$ cat src/rtl/pipe_ctrl_pkg.sv
// Shared defines, state encodings and stall patterns for pipe_ctrl.
// Stall bus: bit0 PC, bit1 IF/ID, bit2 ID/EXE, bit3 EXE/MEM, bit4 MEM/WB.
`ifndef PIPE_CTRL_DEFINES
`define PIPE_CTRL_DEFINES
`define STALL_BUS      4:0
`define STOP           1'b1
`define NOSTOP         1'b0
`define EXC_CODE_BUS   4:0
`define INST_ADDR_BUS  31:0
`define EXC_ERET       5'h1e
`define PC_ST_IDLE     2'd0
`define PC_ST_DIV_BUSY 2'd1
`define PC_ST_DIV_DONE 2'd2
`endif

package pipe_ctrl_pkg;

  typedef enum logic [1:0] {
    S_IDLE     = `PC_ST_IDLE,
    S_DIV_BUSY = `PC_ST_DIV_BUSY,
    S_DIV_DONE = `PC_ST_DIV_DONE
  } pc_state_e;

  localparam logic [4:0] STALL_NONE = {5{`NOSTOP}};
  localparam logic [4:0] STALL_ALL  = {5{`STOP}};
  localparam logic [4:0] STALL_DIV  =
    {`NOSTOP, `STOP, `STOP, `STOP, `STOP};
  // ID/EXE held while EXE/MEM runs: a bubble enters EXE.
  localparam logic [4:0] STALL_LOAD =
    {`NOSTOP, `NOSTOP, `STOP, `STOP, `STOP};

  localparam logic [4:0] EXC_ERET_CODE = `EXC_ERET;

endpackage

$ cat src/rtl/pipe_ctrl_perf_cnt.sv
// Performance counters: stalled-PC cycles (saturating) and flush cycles.
// Ports: clk, rst (async high), stall_pc, flush in; two counters out.
module pipe_perf_cnt (
  input  logic        clk,
  input  logic        rst,
  input  logic        stall_pc,
  input  logic        flush,
  output logic [31:0] perf_stall_cycles,
  output logic [15:0] perf_flush_cnt
);

  logic [31:0] stall_cnt_q, stall_cnt_d;
  logic [15:0] flush_cnt_q, flush_cnt_d;

  always_comb begin
    stall_cnt_d = stall_cnt_q;
    flush_cnt_d = flush_cnt_q;
    if (stall_pc && (stall_cnt_q != 32'hFFFF_FFFF))
      stall_cnt_d = stall_cnt_q + 32'd1;
    if (flush)
      flush_cnt_d = flush_cnt_q + 16'd1;
  end

  always_ff @(posedge clk or posedge rst) begin
    if (rst) begin
      stall_cnt_q <= '0;
      flush_cnt_q <= '0;
    end else begin
      stall_cnt_q <= stall_cnt_d;
      flush_cnt_q <= flush_cnt_d;
    end
  end

  assign perf_stall_cycles = stall_cnt_q;
  assign perf_flush_cnt    = flush_cnt_q;

endmodule

$ cat src/rtl/pipe_ctrl.sv
// Pipeline stall/flush controller with multi-cycle divider watchdog.
// Inputs: hazard/divider/exception requests; outputs: stall, flush,
// flush_pc, div_cancel, div_timeout. STALL_PERF_EN adds perf counters.
module pipe_ctrl
  import pipe_ctrl_pkg::*;
#(
  parameter logic [31:0] EXC_VECTOR = 32'h0000_0100,
  parameter int          DIV_CYCLES = 34
) (
  input  logic                  cpu_clk_50M,
  input  logic                  cpu_rst,
  input  logic                  stallreq_id,
  input  logic                  div_start,
  input  logic                  div_ready,
  input  logic                  stallreq_mem,
  input  logic                  exc_valid,
  input  logic [`EXC_CODE_BUS]  exc_code,
  input  logic [`INST_ADDR_BUS] cp0_epc,
  output logic [`STALL_BUS]     stall,
  output logic                  flush,
  output logic [`INST_ADDR_BUS] flush_pc,
  output logic                  div_cancel,
  output logic                  div_timeout
`ifdef STALL_PERF_EN
  ,
  output logic [31:0]           perf_stall_cycles,
  output logic [15:0]           perf_flush_cnt
`endif
);

  // Last busy cycle index before the watchdog fires.
  localparam logic [7:0] DIV_LAST = 8'(DIV_CYCLES - 1);

  pc_state_e   state_q, state_d;
  logic [7:0]  cnt_q, cnt_d;
  logic        tmo_q, tmo_d;
  logic        cancel;
  logic        div_hold;
  logic [4:0]  stall_raw;

  always_comb begin
    state_d  = state_q;
    cnt_d    = cnt_q;
    tmo_d    = tmo_q;
    cancel   = 1'b0;
    div_hold = 1'b0;
    unique case (state_q)
      S_IDLE: begin
        div_hold = div_start;
        if (div_start && !exc_valid) begin
          state_d = S_DIV_BUSY;
          cnt_d   = '0;
        end
      end
      S_DIV_BUSY: begin
        cnt_d = cnt_q + 8'd1;
        if (exc_valid) begin
          cancel  = 1'b1;
          state_d = S_IDLE;
        end else if (div_ready) begin
          state_d = S_DIV_DONE;
        end else if (cnt_q == DIV_LAST) begin
          // Watchdog: drop the divide and let the pipe run again.
          cancel  = 1'b1;
          tmo_d   = 1'b1;
          state_d = S_IDLE;
        end else begin
          div_hold = 1'b1;
        end
      end
      S_DIV_DONE: state_d = S_IDLE;
      default:    state_d = S_IDLE;
    endcase
  end

  always_comb begin
    stall_raw = STALL_NONE;
    if (exc_valid)         stall_raw = STALL_NONE;
    else if (stallreq_mem) stall_raw = STALL_ALL;
    else if (div_hold)     stall_raw = STALL_DIV;
    else if (stallreq_id)  stall_raw = STALL_LOAD;
  end

  always_ff @(posedge cpu_clk_50M or posedge cpu_rst) begin
    if (cpu_rst) begin
      state_q <= S_IDLE;
      cnt_q   <= '0;
      tmo_q   <= 1'b0;
    end else begin
      state_q <= state_d;
      cnt_q   <= cnt_d;
      tmo_q   <= tmo_d;
    end
  end

  // Outputs are forced quiet while reset is held.
  assign stall       = cpu_rst ? STALL_NONE : stall_raw;
  assign flush       = exc_valid & ~cpu_rst;
  assign div_cancel  = cancel & ~cpu_rst;
  assign div_timeout = tmo_q;
  assign flush_pc    = (!cpu_rst && exc_code == EXC_ERET_CODE)
                       ? cp0_epc : EXC_VECTOR;

`ifdef STALL_PERF_EN
  pipe_perf_cnt u_perf (
    .clk               (cpu_clk_50M),
    .rst               (cpu_rst),
    .stall_pc          (stall[0] == `STOP),
    .flush             (flush),
    .perf_stall_cycles (perf_stall_cycles),
    .perf_flush_cnt    (perf_flush_cnt)
  );
`endif

endmodule

$ cat config.mk
export PLATFORM = sky130hd
export DESIGN_NAME = pipe_ctrl
export DESIGN_NICKNAME = d
export VERILOG_FILES = /design/src/rtl/pipe_ctrl_pkg.sv /design/src/rtl/pipe_ctrl_perf_cnt.sv /design/src/rtl/pipe_ctrl.sv
export SDC_FILE = /design/constraint.sdc
export NUM_CORES = 1
export LEC_CHECK = 0
export ABC_AREA = 1
export CAP_MARGIN = 25
export CELL_PAD_IN_SITES_DETAIL_PLACEMENT = 0
export CELL_PAD_IN_SITES_GLOBAL_PLACEMENT = 2
export CORE_ASPECT_RATIO = 1.1
export CORE_MARGIN = 4
export CORE_UTILIZATION = 12
export CTS_CLUSTER_SIZE = 30
export DETAILED_ROUTE_END_ITERATION = 10
export PLACE_DENSITY_LB_ADDON = 0.1
export SLEW_MARGIN = 20
export SYNTH_ARGS = -nofsm -noshare
export SYNTH_HDL_FRONTEND = slang
export SYNTH_HIERARCHICAL = 1
export SYNTH_SLANG_ARGS = --single-unit
export TNS_END_PERCENT = 50
$ cat constraint.sdc
create_clock -name cpu_clk_50M -period 1.4 [get_ports cpu_clk_50M]
set_input_delay 0.28 -clock cpu_clk_50M [delete_from_list [all_inputs] [get_ports cpu_clk_50M]]
set_output_delay 0.28 -clock cpu_clk_50M [all_outputs]
set_load 0.005 [all_outputs]
# ---- Yosys cells after proc, flatten, opt, wreduce, memory -nomap -nowiden
# Index checks and enable logic that the tools add are counted.
dict set report word_totals {
  register_bits 11
  inputBits 44
  output_inout_bits 40
  word_cells 44
}
dict set report classes {
  addsub 1
  eq_ne 5
  mux 21
  bitwise_logic 5
  n_reduce_logical 9
}
# cell n
set ops {}
lappend ops {{32-bit 2-to-1 mux} 1}
lappend ops {{8-bit one-hot mux with 2 select lines} 1}
lappend ops {{5-bit 2-to-1 mux} 3}
lappend ops {{8-bit by 1-bit adder with 8-bit output (second input constant)} 1}
lappend ops {{8-bit by 6-bit == test with 1-bit output (second input constant)} 1}
lappend ops {{2-bit 2-to-1 mux} 4}
lappend ops {{8-bit 2-to-1 mux} 1}
lappend ops {{1-bit 2-to-1 mux} 7}
lappend ops {{5-bit == test (second input constant)} 1}
lappend ops {{4-bit 2-to-1 mux} 1}
lappend ops {{4-bit != test (second input constant)} 1}
lappend ops {{2-bit one-hot mux with 2 select lines} 1}
lappend ops {{2-bit AND reduction} 2}
lappend ops {{4-bit AND reduction} 1}
lappend ops {{3-bit 2-to-1 mux} 1}
lappend ops {{1-bit NOT} 3}
lappend ops {{1-bit AND} 2}
lappend ops {{2-bit by 1-bit == test with 1-bit output (second input constant)} 1}
lappend ops {{1-bit logical AND} 2}
lappend ops {{1-bit zero test} 2}
lappend ops {{2-bit zero test} 1}
lappend ops {{2-bit != test (second input constant)} 1}
lappend ops {{1-bit one-hot mux with 2 select lines} 1}
lappend ops {{2-bit nonzero test} 1}

# ---- Logic depth before layout (Yosys ltp)
dict set report depth {
  word_depth 9
  depth_mapped 10
  ltp_nobuf 9
}

# ---- Worst setup path before layout
# No wires, ideal clock.
dict set report synth_timing {
  kind {reg-to-output}
  start {register cnt_q[1]}
  end {output port stall[1]}
  t_arrival_ns 1.180
  path_slack_ns -0.060
  stages_incl_launch_ff 11
  n_path_buf 1
  cell_sequence {dfrtp_1 -> inv_1 -> ha_1 -> inv_1 -> nor2_1 -> nand2_1 -> nand2_1 -> nand3_1 -> nand2_1 -> nand2_1 -> buf_4}
}
dict set report synth_via {
  elab_chain_cells 9
}
# element line
set synth_lines {}
lappend synth_lines {{start, declared} pipe_ctrl.sv:35} ;# logic [7:0] cnt_q, cnt_d;
lappend synth_lines {{start signal, assigned} pipe_ctrl.sv:91} ;# cnt_q <= cnt_d;
lappend synth_lines {{8-bit by 6-bit == test with 1-bit output} pipe_ctrl.sv:62} ;# end else if (cnt_q == DIV_LAST) begin
lappend synth_lines {{1-bit 2-to-1 mux} pipe_ctrl.sv:62}
lappend synth_lines {{1-bit 2-to-1 mux} pipe_ctrl.sv:60} ;# end else if (div_ready) begin
lappend synth_lines {{1-bit 2-to-1 mux} pipe_ctrl.sv:57} ;# if (exc_valid) begin
lappend synth_lines {{1-bit one-hot mux with 2 select lines} pipe_ctrl.sv:47} ;# unique case (state_q)
lappend synth_lines {{4-bit 2-to-1 mux} pipe_ctrl.sv:80} ;# else if (div_hold) stall_raw = STALL_DIV;
lappend synth_lines {{5-bit 2-to-1 mux} pipe_ctrl.sv:79} ;# else if (stallreq_mem) stall_raw = STALL_ALL;
lappend synth_lines {{5-bit 2-to-1 mux} pipe_ctrl.sv:78} ;# if (exc_valid) stall_raw = STALL_NONE;
lappend synth_lines {{5-bit 2-to-1 mux} pipe_ctrl.sv:97} ;# assign stall = cpu_rst ? STALL_NONE : stall_raw;
lappend synth_lines {{end, declared} pipe_ctrl.sv:19} ;# output logic [`STALL_BUS] stall,
# No other way between the ends.

# ---- Worst setup path after layout
# Same ends and word-level chain as after synthesis.

==> summary.txt <==
Setup path
  • Worst EP required: 1120 ps
  • Crit path max-delay family: flip-flops
  • Reg2Reg Depth: 13
  • Critical Path, Cell by Cell: inv_2 -> ha_4 -> inv_2 -> nor2_4 -> nand2_2 -> nand2_2 -> nand3_2 -> nand2_2 -> buf_6 -> nand2_4 -> buf_6
  • Critical path arrival: 1490 ps
  • CP dominant cell by count: nand2_2
  • Worst Path Max Fanout: 3
  • CP max stage delay: 390 ps
  • Worst Path Buf+Inv: 4
  • Critical-path top delay cell: dfrtp_1
  • CP endpoint kind: primary output
  • Crit Path Class: reg -> out
  • CP startpoint kind: flip-flop
  • WP depth: 11

Timing
  • Setup violations, final: 32
  • Slew @ Worst Pin: 266 ps
  • Hold WS: 146 ps
  • Slew margin rel.: 82.1%
  • Hold Fails Final Rpt: 0
  • Final Critical Period: 1770 ps
  • Max Slew Vio Count: 0
  • Skew final: 5.00 ps
  • Max Clk Rate: 564 MHz
  • Final period util: 127%
  • Final Worst Setup Slack: -372 ps
  • Unrepaired setup endpoints after global routing: yes
  • Fin Setup TNS: -4150 ps

Hold path
  • Hold Path Class: in -> async

Floorplan
  • I/O pins: 84
  • Starting Density: 12.4%
  • Row count: 33
  • Core Area: 7560 um^2
  • Die ar.: 9310 um^2
  • Die span in y: 101 um
  • Die W: 92.4 um

Global route
  • First-pass GRT wire length: 7490 um
  • Largest net degree at the start of global routing: 13
  • Vias in the first global route: 1420
  • Initial antenna violation count: 0
  • Gr ovfl total: 0
  • Tot GR Track Use: 10.5%

Layout
  • Final Net Count: 339
  • Share of post-route cells with drive strength above 1: 49.3%
  • Layout Cells excl Fill: 397
  • Diode count: 0
  • P&R area growth vs syn: 167%

Route
  • Met2 WL post-DR: 2790 um
  • Antenna-violating nets left: 0
  • DR iter-0 viols: 27
  • # DRC: 0
  • Via count: 1424
  • Routed length per placed instance: 12.1 um
  • Met3 WL post-DR: 240 um
  • Met1 WL: 1730 um
  • Total wire length: 4790 um
  • Max layer used: met4
  • DR pass1 iterations: 4
  • DR vias/cell: 3.59

Yosys
  • Post-Syn Area: 940 um^2
  • Syn avg cell area: 5.76 um^2
  • Synth Instances: 163
  • Synth unique cells: 18
  • Synth Register Bits: 11
  • Top post-synthesis cells by area: dfrtp_1 (29%), inv_1 (20%), nor2_1 (16%)
  • Post-synth top area cell: dfrtp_1
  • Post-synth top area share: 29.3%
  • Sequential-to-total area share from yosys stat: 29.3%
  • Yosys warning total: 6
  • Synthesized Nets: 209

Placed design
  • Gpl congestion: 0.676
  • Place WS: -840 ps
  • I/O Buffers: 83
  • Dpl hpwl: 3670 um
  • Cells after DPL: 373

Clock network
  • Clock transition at path regs: 60 ps
  • Post-cts hold buffer count: 0
  • H-tree depth: 1
  • Clock buffer depth: 2
  • Total CTS buffers: 3
  • Latest clock arrival within the worst-skew pair: 240 ps
  • Root buffer cell: clkbuf_8
  • CTS tree: built
  • Clock Sinks: 11

Run status
  • Status: finished, violations left
  • Violated checks: setup timing

Pwr
  • P_leak: 1.31 nW
  • Total power: 2.11 mW
  • Power density cells: 842 nW/um^2
  • Peak supply drop: 748 uV

Run
  • Max Cap Violations: 0
[cell type report]
class / instances / area [um^2]
multi-input combinational: 98 / 703
clock buffer: 3 / 41.3
timing repair buffer: 130 / 1170
sequential: 11 / 275
inverter: 49 / 186
clock inverter: 1 / 5.00
tap: 105 / 131
fill: 827 / 5050
[cell families (layout without fill, tap and decap cells)]
family | count (synthesis) | in the layout | share of synthesized area [%]
AND/OR/NAND/NOR | 80 | 80 | 36.0
buffers and inverters | 54 | 183 | 22.8
adder cells (fa/ha/maj) | 2 | 2 | 2.66
AO/OA/AOI/OAI | 16 | 16 | 9.32
flip-flops | 11 | 11 | 29.3
[per-layer routing]
layer / GRT usage [%] / up-vias
li1: - / 741
met1: 10.6 / 639
met2: 21.8 / 40
met3: 1.94 / 4
met4: 2.06 / 0
met5: 0 / -
[layout by cell type (no fill, tap or decap), drive strengths merged]
master	Yosys	layout
o21ai	10	10
dlygate4sd2	0	2
clkdlybuf4s50	0	36
clkinv	0	1
o22ai	1	1
clkdlybuf4s15	0	2
a21oi	4	4
nand2	18	18
clkbuf	0	4
dlymetal6s2s	0	1
nor3	4	4
or2	1	1
inv	49	49
nor2	42	42
nand3	14	14
o21bai	1	1
dfrtp	11	11
buf	5	88
ha	2	2
nand4	1	1
[cell usage after synthesis (all sizes together)]
| cell | number |
|---|---|
| a21oi | 4 |
| nand2 | 18 |
| o21ai | 10 |
| nand3 | 14 |
| nor2 | 42 |
| nor3 | 4 |
| or2 | 1 |
| nand4 | 1 |
| o21bai | 1 |
| o22ai | 1 |
| buf | 5 |
| ha | 2 |
| dfrtp | 11 |
| inv | 49 |
[through the flow]
stage	cell area, um^2	utilization [%]
final	2510	33.2
after global routing	2510	33.2
after floorplan	942	-
after CTS	2320	30.7
after global placement	2090	27.7
after detailed placement	2090	27.7
[final timing paths]
check	to	from	slack, ps
worst max-delay path	stall[1]	cnt_q[1]$_DFFE_PP0P_	-370
max in group asynchronous	cnt_q[6]$_DFFE_PP0P_	cpu_rst	1130
worst max register to register	cnt_q[1]$_DFFE_PP0P_	cnt_q[1]$_DFFE_PP0P_	-310
worst min register to register	div_timeout$_DFFE_PP0P_	div_timeout$_DFFE_PP0P_	480
min in group cpu_clk_50M	state_q[1]$_DFFE_PP0P_	exc_valid	460
worst min-delay path	div_timeout$_DFFE_PP0P_	cpu_rst	150
[flip-flops by register name, indices dropped and copies added, names as in the netlist]
register and cells:
cnt_q 8, div_timeout 1, state_q 2
[power by group]
group / switching (mW) / internal [mW] / leakage, nW
Combinational: 0.564 / 0.771 / 1.13
Clock: 0.138 / 0.197 / 0.0255
Sequential: 0.0479 / 0.395 / 0.147
[what timing repair did]
item,CTS,global route
gates cloned,3,0
setup endpoints to repair,39,41
buffers inserted,19,2
resized for setup,219,60
pin swaps,11,10
[worst register-to-register path: cells and delay by family, from the launching register on]
family                 cells  cell delay, ps
DFF                        1             360
buffers and inverters     12            1190
AOI/OAI and AO/OA          1              70
Power figures use the tool's default switching activity.
